--- config.mk ---
export PLATFORM = sky130hd
export DESIGN_NAME = packer_arbiter
export DESIGN_NICKNAME = d
export VERILOG_FILES = /design/src/rtl/packer_arbiter.sv
export SDC_FILE = /design/constraint.sdc
export NUM_CORES = 1
export LEC_CHECK = 0
export ABC_AREA = 1
export BUFFER_PORTS_ARGS = -buffer_cell sky130_fd_sc_hd__buf_2
export CAP_MARGIN = 15
export CORE_MARGIN = 3
export CORE_UTILIZATION = 50
export CTS_BUF_LIST = sky130_fd_sc_hd__clkbuf_4
export CTS_CLUSTER_DIAMETER = 40
export DETAILED_ROUTE_END_ITERATION = 8
export PLACE_DENSITY = 0.79
export SLEW_MARGIN = 15
export SYNTH_ARGS = -nofsm -noshare
export SYNTH_HDL_FRONTEND = slang
export SYNTH_SLANG_ARGS = --single-unit
--- constraint.sdc ---
create_clock -name clk -period 3.4 [get_ports clk]
set_input_delay 0.17 -clock clk [delete_from_list [all_inputs] [get_ports clk]]
set_output_delay 0.17 -clock clk [all_outputs]
set_load 0.02 [all_outputs]
--- src/rtl/packer_arbiter.sv ---
// packer_arbiter
// Round-robin owner of the shared 8-bit-in / 32-bit-out byte packer. One
// requester is granted for a whole packed word, so bytes from different
// sources never interleave inside a word. Downstream FIFO backpressure
// freezes the word. A requester that goes quiet mid-word for STALL_MAX
// cycles has the rest of its word padded with PAD_BYTE.
//
// Ports
//   clk        : single clock, rising edge
//   rst        : asynchronous active-high reset (also resets the packer)
//   req_valid  : per-requester byte available
//   req_data   : requester i byte at bits [8i+7:8i]
//   req_ready  : byte from requester i accepted this cycle (combinational)
//   fifo_full  : downstream FIFO full, no new byte is issued
//   valid_in   : registered byte strobe to the packer
//   data_in    : registered byte to the packer
//   grant_id   : current word owner, meaningful while busy
//   busy       : a word is in progress (BURST or PAD)
//   word_done  : one-cycle pulse alongside the last byte of a word
//   stall_err  : sticky flag, set when padding occurs, cleared by rst only
module packer_arbiter #(
    parameter int          NUM_REQ        = 4,
    parameter int          BYTES_PER_WORD = 4,
    parameter int          STALL_MAX      = 16,
    parameter logic [7:0]  PAD_BYTE       = 8'h00
) (
    input  logic                        clk,
    input  logic                        rst,
    input  logic [NUM_REQ-1:0]          req_valid,
    input  logic [NUM_REQ*8-1:0]        req_data,
    output logic [NUM_REQ-1:0]          req_ready,
    input  logic                        fifo_full,
    output logic                        valid_in,
    output logic [7:0]                  data_in,
    output logic [$clog2(NUM_REQ)-1:0]  grant_id,
    output logic                        busy,
    output logic                        word_done,
    output logic                        stall_err
);

    localparam int GW = $clog2(NUM_REQ);
    localparam int BW = (BYTES_PER_WORD > 1) ? $clog2(BYTES_PER_WORD) : 1;
    localparam int SW = $clog2(STALL_MAX + 1);

    localparam logic [BW-1:0] LAST_BYTE  = BW'(BYTES_PER_WORD - 1);
    localparam logic [SW-1:0] STALL_LAST = SW'(STALL_MAX - 1);
    localparam logic [SW-1:0] STALL_TOP  = SW'(STALL_MAX);
    localparam logic [GW-1:0] LAST_REQ   = GW'(NUM_REQ - 1);

    typedef enum logic [1:0] {
        ST_IDLE  = 2'd0,
        ST_BURST = 2'd1,
        ST_PAD   = 2'd2
    } state_t;

    state_t          r_state;
    logic [GW-1:0]   r_grant;
    logic [GW-1:0]   r_last_grant;
    logic [BW-1:0]   r_bcnt;
    logic [SW-1:0]   r_stall_cnt;
    logic            r_valid_in;
    logic [7:0]      r_data_in;
    logic            r_word_done;
    logic            r_stall_err;

    state_t          w_state_nxt;
    logic [GW-1:0]   w_grant_nxt;
    logic [GW-1:0]   w_last_nxt;
    logic [BW-1:0]   w_bcnt_nxt;
    logic [SW-1:0]   w_stall_nxt;
    logic            w_valid_nxt;
    logic [7:0]      w_data_nxt;
    logic            w_wd_nxt;
    logic            w_err_nxt;

    logic            w_found;
    logic [GW-1:0]   w_pick;
    int              w_idx;
    logic            w_gvalid;
    logic [7:0]      w_byte;
    logic            w_xfer;

    // Round-robin search: first valid requester starting after the last owner.
    always_comb begin
        w_found = 1'b0;
        w_pick  = '0;
        w_idx   = 0;
        for (int k = 1; k <= NUM_REQ; k++) begin
            w_idx = (int'(r_last_grant) + k) % NUM_REQ;
            if (!w_found && req_valid[GW'(w_idx)]) begin
                w_found = 1'b1;
                w_pick  = GW'(w_idx);
            end else begin
                w_pick  = w_pick;
            end
        end
    end

    // Mux the owner's valid and byte out of the flat request buses.
    always_comb begin
        w_gvalid = 1'b0;
        w_byte   = 8'h00;
        for (int i = 0; i < NUM_REQ; i++) begin
            w_gvalid = w_gvalid | ((r_grant == GW'(i)) & req_valid[i]);
            w_byte   = w_byte | ({8{r_grant == GW'(i)}} & req_data[8*i +: 8]);
        end
    end

    // A byte moves only from the owner, only in BURST, and only when the FIFO has room.
    assign w_xfer = (r_state == ST_BURST) & w_gvalid & ~fifo_full;

    // Ready is one-hot on the owner when a transfer happens, zero otherwise.
    always_comb begin
        req_ready = '0;
        for (int i = 0; i < NUM_REQ; i++) begin
            req_ready[i] = (r_grant == GW'(i)) & w_xfer;
        end
    end

    // Next-state and next-output logic of the word FSM.
    always_comb begin
        w_state_nxt = r_state;
        w_grant_nxt = r_grant;
        w_last_nxt  = r_last_grant;
        w_bcnt_nxt  = r_bcnt;
        w_stall_nxt = r_stall_cnt;
        w_valid_nxt = 1'b0;
        w_data_nxt  = r_data_in;
        w_wd_nxt    = 1'b0;
        w_err_nxt   = r_stall_err;
        case (r_state)
            ST_IDLE: begin
                w_bcnt_nxt  = '0;
                w_stall_nxt = '0;
                if (w_found) begin
                    w_grant_nxt = w_pick;
                    w_state_nxt = ST_BURST;
                end else begin
                    w_state_nxt = ST_IDLE;
                end
            end
            ST_BURST: begin
                if (w_xfer) begin
                    w_valid_nxt = 1'b1;
                    w_data_nxt  = w_byte;
                    w_stall_nxt = '0;
                    if (r_bcnt == LAST_BYTE) begin
                        w_wd_nxt    = 1'b1;
                        w_last_nxt  = r_grant;
                        w_bcnt_nxt  = '0;
                        w_state_nxt = ST_IDLE;
                    end else begin
                        w_bcnt_nxt  = r_bcnt + BW'(1);
                    end
                end else if (!fifo_full) begin
                    // Idle owner with room downstream counts as a stall; the
                    // cycle that would make the count reach STALL_MAX enters PAD.
                    if (r_stall_cnt >= STALL_LAST) begin
                        w_stall_nxt = STALL_TOP;
                        w_err_nxt   = 1'b1;
                        w_state_nxt = ST_PAD;
                    end else begin
                        w_stall_nxt = r_stall_cnt + SW'(1);
                    end
                end else begin
                    // Backpressure is not a stall: hold the count.
                    w_stall_nxt = r_stall_cnt;
                end
            end
            ST_PAD: begin
                if (!fifo_full) begin
                    w_valid_nxt = 1'b1;
                    w_data_nxt  = PAD_BYTE;
                    if (r_bcnt == LAST_BYTE) begin
                        w_wd_nxt    = 1'b1;
                        w_last_nxt  = r_grant;
                        w_bcnt_nxt  = '0;
                        w_stall_nxt = '0;
                        w_state_nxt = ST_IDLE;
                    end else begin
                        w_bcnt_nxt  = r_bcnt + BW'(1);
                    end
                end else begin
                    w_bcnt_nxt = r_bcnt;
                end
            end
            default: begin
                w_state_nxt = ST_IDLE;
            end
        endcase
    end

    // State and output registers; async reset abandons any partial word.
    always_ff @(posedge clk or posedge rst) begin
        if (rst) begin
            r_state      <= ST_IDLE;
            r_grant      <= '0;
            r_last_grant <= LAST_REQ;
            r_bcnt       <= '0;
            r_stall_cnt  <= '0;
            r_valid_in   <= 1'b0;
            r_data_in    <= 8'h00;
            r_word_done  <= 1'b0;
            r_stall_err  <= 1'b0;
        end else begin
            r_state      <= w_state_nxt;
            r_grant      <= w_grant_nxt;
            r_last_grant <= w_last_nxt;
            r_bcnt       <= w_bcnt_nxt;
            r_stall_cnt  <= w_stall_nxt;
            r_valid_in   <= w_valid_nxt;
            r_data_in    <= w_data_nxt;
            r_word_done  <= w_wd_nxt;
            r_stall_err  <= w_err_nxt;
        end
    end

    assign valid_in  = r_valid_in;
    assign data_in   = r_data_in;
    assign grant_id  = r_grant;
    assign busy      = (r_state != ST_IDLE);
    assign word_done = r_word_done;
    assign stall_err = r_stall_err;

endmodule
# After elaboration in Yosys (flattened, before gate mapping)
# Index checks and enable logic that the tools add are counted.
dict set report totals {
  output_inout_bits 18
  inputBits 39
  reg_bits 24
  elab_cells 121
}
dict set report classes {
  n_reduce_logical 17
  order_cmp 5
  bitwise_logic 22
  n_mux 51
  addsub 6
  n_eq_ne 11
}
# op count
set ops {}
lappend ops {{$and A8 B8 Y8} 4}
lappend ops {{$mux W2} 15}
lappend ops {{$mux W5} 5}
lappend ops {{$or A8 B8 Y8} 3}
lappend ops {{$mux W1} 18}
lappend ops {{$lt A2 B4 Y1 const B} 4}
lappend ops {{$mux W8} 2}
lappend ops {{$pmux W8 S2} 1}
lappend ops {{$pmux W5 S3} 1}
lappend ops {{$pmux W2 S3} 2}
lappend ops {{$and A1 B1 Y1} 10}
lappend ops {{$reduce_and A3 Y1} 3}
lappend ops {{$bmux W1 S2} 4}
lappend ops {{$eq A2 B2 Y1 const B} 4}
lappend ops {{$reduce_and A4 Y1} 2}
lappend ops {{$add A2 B1 Y2 const B} 3}
lappend ops {{$ne A2 B2 Y1 const B} 3}
lappend ops {{$add A5 B1 Y5 const B} 1}
lappend ops {{$ge A5 B4 Y1 const B} 1}
lappend ops {{$add A2 B2 Y2 const B} 2}
lappend ops {{$eq A2 B1 Y1 const B} 2}
lappend ops {{$logic_not A2 Y1} 2}
lappend ops {{$pmux W1 S2} 2}
lappend ops {{$pmux W2 S2} 1}
lappend ops {{9 further kinds} 17}

# Depth between registers and ports, before layout
# Gate-level depths: netlist (run 1).
dict set report depth {
  depth_word 16
  ltp_mapped 12
  ltp_nobuf 11
}

# Worst setup path before layout (run 1)
# Ideal clock, no wire load.
dict set report synth_path {
  path_kind {reg2out}
  from {reg r_state[1]}
  to {out req_ready[1]}
  t_arrival_ps 1636
  setup_slack_ps 1594
  n_path_buf 0
  required_time_ps 3230
  path_stages_with_launch 7
  cell_sequence {dfrtp_1 > inv_1 > ha_1 > inv_1 > nor2_1 > o21ai_4 > nor3_1}
}
dict set report synth_via {
  elab_chain_len 4
}
# item line
set synth_rtl {}
lappend synth_rtl {{start: declaration} 56} ;# state_t r_state;
lappend synth_rtl {{start signal: assignment} 206} ;# r_state <= w_state_nxt;
lappend synth_rtl {{$eq A2 B1 Y1} 110} ;# assign w_xfer = (r_state == ST_BURST) & w_gvalid & ~fifo_full;
lappend synth_rtl {{$and A1 B1 Y1 (2 in series)} 110}
lappend synth_rtl {{$and A1 B1 Y1} 116} ;# req_ready[i] = (r_grant == GW'(i)) & w_xfer;
lappend synth_rtl {{end: declaration} 31} ;# output logic [NUM_REQ-1:0] req_ready,
# Every way passes these cells.

# Worst setup path after layout (run 1)
dict set report layout_path {
  from {reg r_grant[0], in the netlist grant_id[0]}
  to {out req_ready[1]}
}
dict set report layout_via {
  elab_chain_len 8
  elab_cells_between_ends 14
  classes_between {3 x eq/ne; 10 x bitwise; 1 x reduce/logical}
}
# item line
set layout_rtl {}
lappend layout_rtl {{start: declaration} 57} ;# logic [GW-1:0] r_grant;
lappend layout_rtl {{start signal: assignment} 207} ;# r_grant <= w_grant_nxt;
lappend layout_rtl {{$eq A2 B1 Y1 / $logic_not A2 Y1 (equally long branches)} {104, 116}}
lappend layout_rtl {{$and A1 B1 Y1} 104} ;# w_gvalid = w_gvalid | ((r_grant == GW'(i)) & req_valid[i]);
lappend layout_rtl {{$or A1 B1 Y1 (3 in series)} 104}
lappend layout_rtl {{$and A1 B1 Y1 (2 in series)} 110}
lappend layout_rtl {{$and A1 B1 Y1 *} 116}
# Every way passes the cells marked *; elsewhere a longest branch is shown, timed or not.

==> impl_summary.txt, run 1 <==
----------------------------------------------------
[Status]
  Outcome ... complete, no violations

[Clock tree]
  Max Buffers Root-to-Sink ... 2
  Clock transition at the register clock pins on the worst setup and hold paths after CTS ... 130 ps
  Clock root buffer ... sky130_fd_sc_hd__clkbuf_4
  H-tree depth ... 1
  Setup repair bufs after CTS ... 0
  Clock buffers created by TritonCTS ... 3
  Clock tree from TritonCTS ... yes
  Clock latency reported for the late side of the worst-skew pair ... 320 ps
  CTS sink cnt ... 24
  Post-CTS Hold Fix Bufs ... 0
  Post_cts resized ... 0

[Detailed routing]
  Starting DRC count in detailed routing ... 109
  Total number of vias ... 1823
  Post-detailed-route DRC marker count ... 0
  Average detailed-routed wire length per instance ... 12.5 um
  Number of antenna-violating nets in the routed design ... 0
  Vias per cell ... 5.14
  Final WL ... 4440 um
  Detailed-router iteration count before antenna repair ... 6

[Synthesis]
  Cell area after technology mapping ... 1800 um2
  Seq/Total Area, Yosys ... 33.5%
  Multiplexer share of the synthesized area ... 0%
  Gate count after technology mapping ... 257
  Yosys warning count ... 0
  Main combinational cell family by area after synthesis ... simple AND/OR/NAND/NOR gates
  Number of enable-type register cells in the synthesized netlist ... 0
  Netlist cell types ... 32
  Post-synth top area cell ... sky130_fd_sc_hd__dfrtp_1
  Share of flip-flops with an asynchronous set or reset after synthesis ... 100%
  Leading cell types by total area after synthesis ... sky130_fd_sc_hd__dfrtp_1 (31%), sky130_fd_sc_hd__nand2_1 (17%), sky130_fd_sc_hd__nand3_1 (8.6%)
  Portion of synthesized cell area occupied by the leading cell type ... 30.6%
  Share of the synthesized netlist area taken by xor and xnor gates ... 0.487%
  Number of flip-flops and latches in the synthesized netlist ... 24
  Net count of the mapped netlist ... 303
  Share of synthesized cell area in full adder, half adder and majority cells ... 4.87%
  Simple-Gate Fraction of Synth Area ... 37.4%
  Synthesized area divided by synthesized cell count ... 7.00 um2
  Most used flip-flop cell after synthesis ... sky130_fd_sc_hd__dfrtp_1
  Compound-Gate Fraction of Synth Area ... 14.1%

[Final layout]
  Antenna Cells ... 0
  Fraction of final layout cells with drive strength greater than 1 ... 27.2%
  Commonest cells after routing, fill and taps aside ... sky130_fd_sc_hd__nand2_1 (80), sky130_fd_sc_hd__buf_2 (56), sky130_fd_sc_hd__nand3_1 (31)
  Final nets ... 356
  Synthesis-to-finish area growth ... 17.1%
  Final instance area ... 2110 um2
  Core Util, Final ... 62.2%
  Most frequent standard cell in the layout excluding fill and tap cells ... sky130_fd_sc_hd__nand2_1

[Min path]
  Path type of the worst min-delay path ... input pin to async pin

[Timing]
  Max Clock Skew ... 11.8 ps
  Unrepaired setup endpoints after global routing ... false
  Post-route worst setup slack ... 1100 ps
  Fmax ... 435 MHz
  Fin crit share ... 67.6%
  Setup violations, final ... 0
  Final-report max-slew violation count ... 0
  Worst-margin pin slew ... 887 ps
  Shortest period the worst path allows ... 2300 ps
  Total Neg Setup Slack ... 0 ps
  Number of hold-slack violations in the final timing report ... 0
  Relative slew margins ... 40.8%

[GRT]
  Global-route wire length before repair ... 7220 um
  Global-route congestion overflow total ... 0
  Initial antenna violation count ... 0
  Maximum number of pins on one net before global-route repair ... 25
  Vias in the first global route ... 1661
  All-layer global routing usage ... 21.0%

[Critical path]
  Kind of end point of the critical path ... output port
  Worst R2R Start ... r_state[0]
  Worst Reg-to-Reg Cells ... 9
  Classification of the worst setup path ... register to output port
  Startpoint Class ... register
  Critical path required time ... 3230 ps
  Arrival time of the worst setup path ... 2130 ps
  Highest fanout seen on the critical path ... 16
  R2R Setup Slk ... 1280 ps
  Endpoint of the worst register-to-register path ... r_stall_cnt[1]

[Job]
  MaxCap Viol Count ... 0

[Placed design]
  Area after DPL ... 2080 um2
  Buffers added on ports ... 56
  Dpl ws ... 1400 ps
  Final weighted congestion in routability-driven placement ... 0.821
  Post-detailed-placement half-perimeter wirelength ... 3470 um

[Power and ir drop]
  Areal power density over the cells ... 870 nW/um2
  Part of the power in registers ... 28.4%
  Leak Pwr ... 0.00115 uW
  Switching power as a share of total power ... 54.2%
  Internal cell power ... 840 uW
  Power dissipated by switching net loads ... 994 uW
  Proportion of power drawn by combinational gates ... 64.1%
  Power, Total ... 1830 uW
  Portion of total power attributed to the clock network ... 7.5%
  Maximum vdd drop ... 0.374 mV

[Floorplan]
  Starting density of the core ... 53.1%
  Area of the core ... 3390 um2
  Std cell rows ... 21
  Die area ... 4350 um2
  Die X-Extent ... 66.0 um
  IO Count ... 57
  DIE HEIGHT ... 66.0 um

----------------------------------------------------
==> cell type report <==
class                           instances  area [um2]
Multi-Input combinational cell        195        1020
Timing Repair Buffer                   56         280
Inverter                               30         113
Tap cell                               46        57.6
Clock buffer                            4        30.0
Fill cell                             319        1280
Sequential cell                        24         603
==> critical path, stage by stage (launching register included) <==
cell                      delay [ps]
sky130_fd_sc_hd__dfrtp_1         750
sky130_fd_sc_hd__nand2_1         180
sky130_fd_sc_hd__inv_2           190
sky130_fd_sc_hd__nand2_2          70
sky130_fd_sc_hd__nand2_2         120
sky130_fd_sc_hd__o21ai_4         100
sky130_fd_sc_hd__nor3_1          200
sky130_fd_sc_hd__buf_2           210
==> per-layer routing <==
metal / share of wire [%] / routed length, um / GRT usage, %
met1: 44 / 1960 / 25.5
met2: 47 / 2080 / 37.8
met3: 8.3 / 367 / 5.10
met4: 0.77 / 34 / 4.06
met5: 0 / 0 / 0
==> Yosys cell counts (2+ instances only) <==
master and number:
sky130_fd_sc_hd__nand4_1 2, sky130_fd_sc_hd__a21oi_1 11, sky130_fd_sc_hd__dfrtp_1 22, sky130_fd_sc_hd__inv_2 4, sky130_fd_sc_hd__o21ai_4 2, sky130_fd_sc_hd__o21ai_0 11, sky130_fd_sc_hd__o31ai_1 7, sky130_fd_sc_hd__dfstp_2 2
sky130_fd_sc_hd__nand2_4 2, sky130_fd_sc_hd__nand3_2 2, sky130_fd_sc_hd__o21ai_1 2, sky130_fd_sc_hd__nor2_2 2, sky130_fd_sc_hd__inv_1 26, sky130_fd_sc_hd__nand3_1 31, sky130_fd_sc_hd__ha_1 7, sky130_fd_sc_hd__nand2_2 5
sky130_fd_sc_hd__o31ai_2 2, sky130_fd_sc_hd__nand2_1 80, sky130_fd_sc_hd__buf_6 3, sky130_fd_sc_hd__nor2_4 2, sky130_fd_sc_hd__nor3_1 4, sky130_fd_sc_hd__buf_2 2, sky130_fd_sc_hd__nor2_1 17
==> through the flow <==
stage	hold slack (ps)	std cells
2_1_floorplan	183	257
3_3_place_gp	405	351
6_report	7.60	355
4_1_cts	41.4	355
3_5_place_dp	401	351
5_1_grt	68.9	355
==> cells by family after synthesis <==
logic type / count (synthesis)
simple gates: 149
compound gates: 38
buf+inv: 38
flops: 24
fa+ha+maj: 7
xor+xnor: 1
==> state kept, by name, summed over array words and instances, names as in the netlist <==
| register | count |
|---|---|
| data_in | 8 |
| valid_in | 1 |
| word_done | 1 |
| r_state | 2 |
| stall_err | 1 |
| r_bcnt | 2 |
| r_last_grant | 2 |
| grant_id | 2 |
| r_stall_cnt | 5 |
==> how the worst max path moves through the flow <==
| stage | start | slack [ps] | end |
|---|---|---|---|
| detailed placement | r_state[0] | 1400 | r_stall_cnt[1] |
| floorplan | r_state[1] | 1590 | req_ready[1] |
| global placement | grant_id[0] | 1480 | r_last_grant[0] |
| CTS | grant_id[0] | 1110 | req_ready[1] |
| global route | grant_id[0] | 920 | req_ready[1] |
| finish | grant_id[0] | 1100 | req_ready[1] |
==> power groups by stage <==
stage / combinational [uW] / clock (uW) / sequential (uW)
after CTS: 1180 / 140 / 517
after detailed placement: 1170 / 0 / 522
after global routing: 1340 / 151 / 538
after floorplan: 918 / 0 / 528
after global placement: 1140 / 0 / 515
final: 1180 / 137 / 521
No activity file was read; power rests on OpenSTA's default activity.
==> run 2: changes to the inputs <==
==> constraint.sdc (replaced) <==
create_clock -name clk -period 2.2 [get_ports clk]
set_input_delay 0.11 -clock clk [delete_from_list [all_inputs] [get_ports clk]]
set_output_delay 0.11 -clock clk [all_outputs]
set_load 0.02 [all_outputs]
==> impl_summary.txt, run 2 (synthesis gave the netlist of run 1 again) <==
----------------------------------------------------
[Timing]
  Shortest period the worst path allows ... 2050 ps
  Fmax ... 489 MHz
  Worst-margin pin slew ... 887 ps (about the same)
  Fin crit share ... 93.0%
  Number of hold-slack violations in the final timing report ... 0 (unchanged)
  Max Clock Skew ... 5.06 ps (was 11.8 ps)
  Total Neg Setup Slack ... 0 ps (unchanged)
  Setup violations, final ... 0 (unchanged)
  Unrepaired setup endpoints after global routing ... false (unchanged)
  Relative slew margins ... 40.8% (about the same)
  Final-report max-slew violation count ... 0 (unchanged)

[Critical path]
  CP Buf/Inv Count ... 2 (unchanged)
  Critical path required time ... 2090 ps (was 3230 ps)
  Critical path's largest stage delay ... 500 ps (was 750 ps)
  R2R Setup Slk ... 320 ps (was 1280 ps)
  Arrival time of the worst setup path ... 1940 ps (was 2130 ps)
  Dominant delay contributor by cell family on the critical path ... simple AND/OR/NAND/NOR gates (was flip-flops)
  Kind of end point of the critical path ... output port (unchanged)
  Highest fanout seen on the critical path ... 10 (was 16)
  Worst Reg-to-Reg Cells ... 9 (unchanged)
  Cell chain of the critical path ... buf_4 > nor2_4 > nand2_2 > nand2_2 > o21ai_4 > nor3_1 > buf_2 (was nand2_1 > inv_2 > nand2_2 > nand2_2 > o21ai_4 > nor3_1 > buf_2)
  Highest-delay cell along the critical path ... sky130_fd_sc_hd__dfrtp_2 (was sky130_fd_sc_hd__dfrtp_1)
  CP most frequent cell ... sky130_fd_sc_hd__nand2_2 (unchanged)
  Startpoint Class ... register (unchanged)
  Classification of the worst setup path ... register to output port (unchanged)
  Worst R2R Start ... r_state[0] (unchanged)
  Endpoint of the worst register-to-register path ... r_stall_cnt[1] (unchanged)

[Detailed routing]
  Starting DRC count in detailed routing ... 90 (was 109)
  Number of antenna-violating nets in the routed design ... 0 (unchanged)
  Final WL ... 4330 um (was 4440 um)
  Vias per cell ... 5.09 (was 5.14)
  Total number of vias ... 1833 (was 1823)
  Post-detailed-route DRC marker count ... 0 (unchanged)
  Detailed-router iteration count before antenna repair ... 4 (was 6)
  Average detailed-routed wire length per instance ... 12.0 um (was 12.5 um)

[Power and ir drop]
  Leak Pwr ... 0.00118 uW (was 0.00115 uW)
  Areal power density over the cells ... 1360 nW/um2 (was 870 nW/um2)
  Maximum vdd drop ... 0.726 mV (was 0.374 mV)

[Min path]
  Path type of the worst min-delay path ... input pin to register (was input pin to async pin)
  WHS Path Cells ... 3
  Capture endpoint of the worst hold path ... data_in[3]
  Hold path startpoint ... req_data[27]

[Final layout]
  Most frequent standard cell in the layout excluding fill and tap cells ... sky130_fd_sc_hd__nand2_1 (unchanged)
  Fraction of final layout cells with drive strength greater than 1 ... 28.7% (was 27.2%)
  Final nets ... 361 (was 356)
  Antenna Cells ... 0 (unchanged)
  Final instance area ... 2180 um2 (was 2110 um2)
  Commonest cells after routing, fill and taps aside ... sky130_fd_sc_hd__nand2_1 (80), sky130_fd_sc_hd__buf_2 (56), sky130_fd_sc_hd__nand3_1 (31) (unchanged)
  Largest register FFs ... 8 (unchanged)
  Synthesis-to-finish area growth ... 21.3% (was 17.1%)

[Placed design]
  Post-detailed-placement half-perimeter wirelength ... 3380 um (was 3470 um)
  Buffers added on ports ... 56 (unchanged)
  Final weighted congestion in routability-driven placement ... 0.821 (about the same)
  Area after DPL ... 2100 um2 (was 2080 um2)

[Clock tree]
  Max Buffers Root-to-Sink ... 2 (unchanged)
  Clock latency reported for the late side of the worst-skew pair ... 320 ps (about the same)
  CTS sink cnt ... 24 (unchanged)
  Clock buffers created by TritonCTS ... 3 (unchanged)
  Clock transition at the register clock pins on the worst setup and hold paths after CTS ... 130 ps (about the same)
  Clock root buffer ... sky130_fd_sc_hd__clkbuf_4 (unchanged)
  H-tree depth ... 1 (unchanged)
  Clock tree from TritonCTS ... yes (unchanged)

[Floorplan]
  Std cell rows ... 21 (unchanged)
  Die X-Extent ... 66.0 um (unchanged)
  Die area ... 4350 um2 (unchanged)
  IO Count ... 57 (unchanged)
  Starting density of the core ... 53.1% (unchanged)
  DIE HEIGHT ... 66.0 um (unchanged)
  Area of the core ... 3390 um2 (unchanged)

[GRT]
  All-layer global routing usage ... 21.0% (about the same)
  Maximum number of pins on one net before global-route repair ... 25 (unchanged)
  Global-route wire length before repair ... 7220 um (about the same)
  Global-route congestion overflow total ... 0 (unchanged)
  Vias in the first global route ... 1698 (was 1661)
  Initial antenna violation count ... 0 (unchanged)

[Job]
  MaxCap Viol Count ... 0 (unchanged)

[Status]
  Outcome ... complete, no violations (unchanged)

----------------------------------------------------
-- run 2: routing by layer --
metal  up-vias  global-route usage [%]  share of wire (%)
met5         -                       0                  0
met4         0                    5.33                1.0
met3         5                    3.06                7.1
met2        60                    36.4                 45
met1       820                    27.5                 47
li1        948                       -                  -
-- run 2: final cells by class --
cell class	instances	area (um2)
fillers	328	1210
repair buffers	61	323
inverters	30	113
clock buffers	3	22.5
multi-input cells	195	1030
clock inverters	1	30.0
flip-flops and latches	24	604
well taps	46	57.6
-- run 2: power by group --
group,leakage [uW],switching [uW],total (uW),internal [uW]
sequential,0.000308,168,784,617
clock,0.0000279,136,321,184
combinational,0.000847,1220,1860,636
-- run 2: repair_timing --
action,in CTS,in global routing
buffers inserted,0,0
hold endpoints to repair,24,0
hold buffers,2,0
resized for setup,0,4
endpoints found under the setup margin,0,4
-- run 2: through the flow --
| step | instances | total power, uW | util, % | worst slack [ps] | hold slack (ps) |
|---|---|---|---|---|---|
| after detailed placement | 354 | 2630 | 61.9 | 331 | 344 |
| after floorplan | 257 | 2230 | - | 454 | 123 |
| after CTS | 360 | 2970 | 64.1 | 15.8 | 102 |
| after global routing | 360 | 3270 | 64.4 | 17.1 | 129 |
| final | 360 | 2970 | 64.4 | 153 | 116 |
| after global placement | 354 | 2600 | 61.9 | 372 | 341 |
-- run 2: worst min-delay path, cell delays in order --
cell and delay (ps):
sky130_fd_sc_hd__buf_2 100, sky130_fd_sc_hd__a21oi_1 120, sky130_fd_sc_hd__o31ai_1 80
-- run 2: how the worst max path moves through the flow --
| stage | from | to | slack (ps) | cells after the start |
|---|---|---|---|---|
| 5_1_grt | grant_id[0] | req_ready[1] | 20 | 7 |
| 3_5_place_dp | r_state[1] | r_stall_cnt[1] | 330 | 9 |
| 2_1_floorplan | r_state[1] | req_ready[1] | 450 | 6 |
| 6_report | grant_id[0] | req_ready[1] | 150 | 7 |
| 3_3_place_gp | r_state[1] | r_stall_cnt[1] | 370 | 9 |
| 4_1_cts | r_state[1] | req_ready[1] | 20 | 7 |
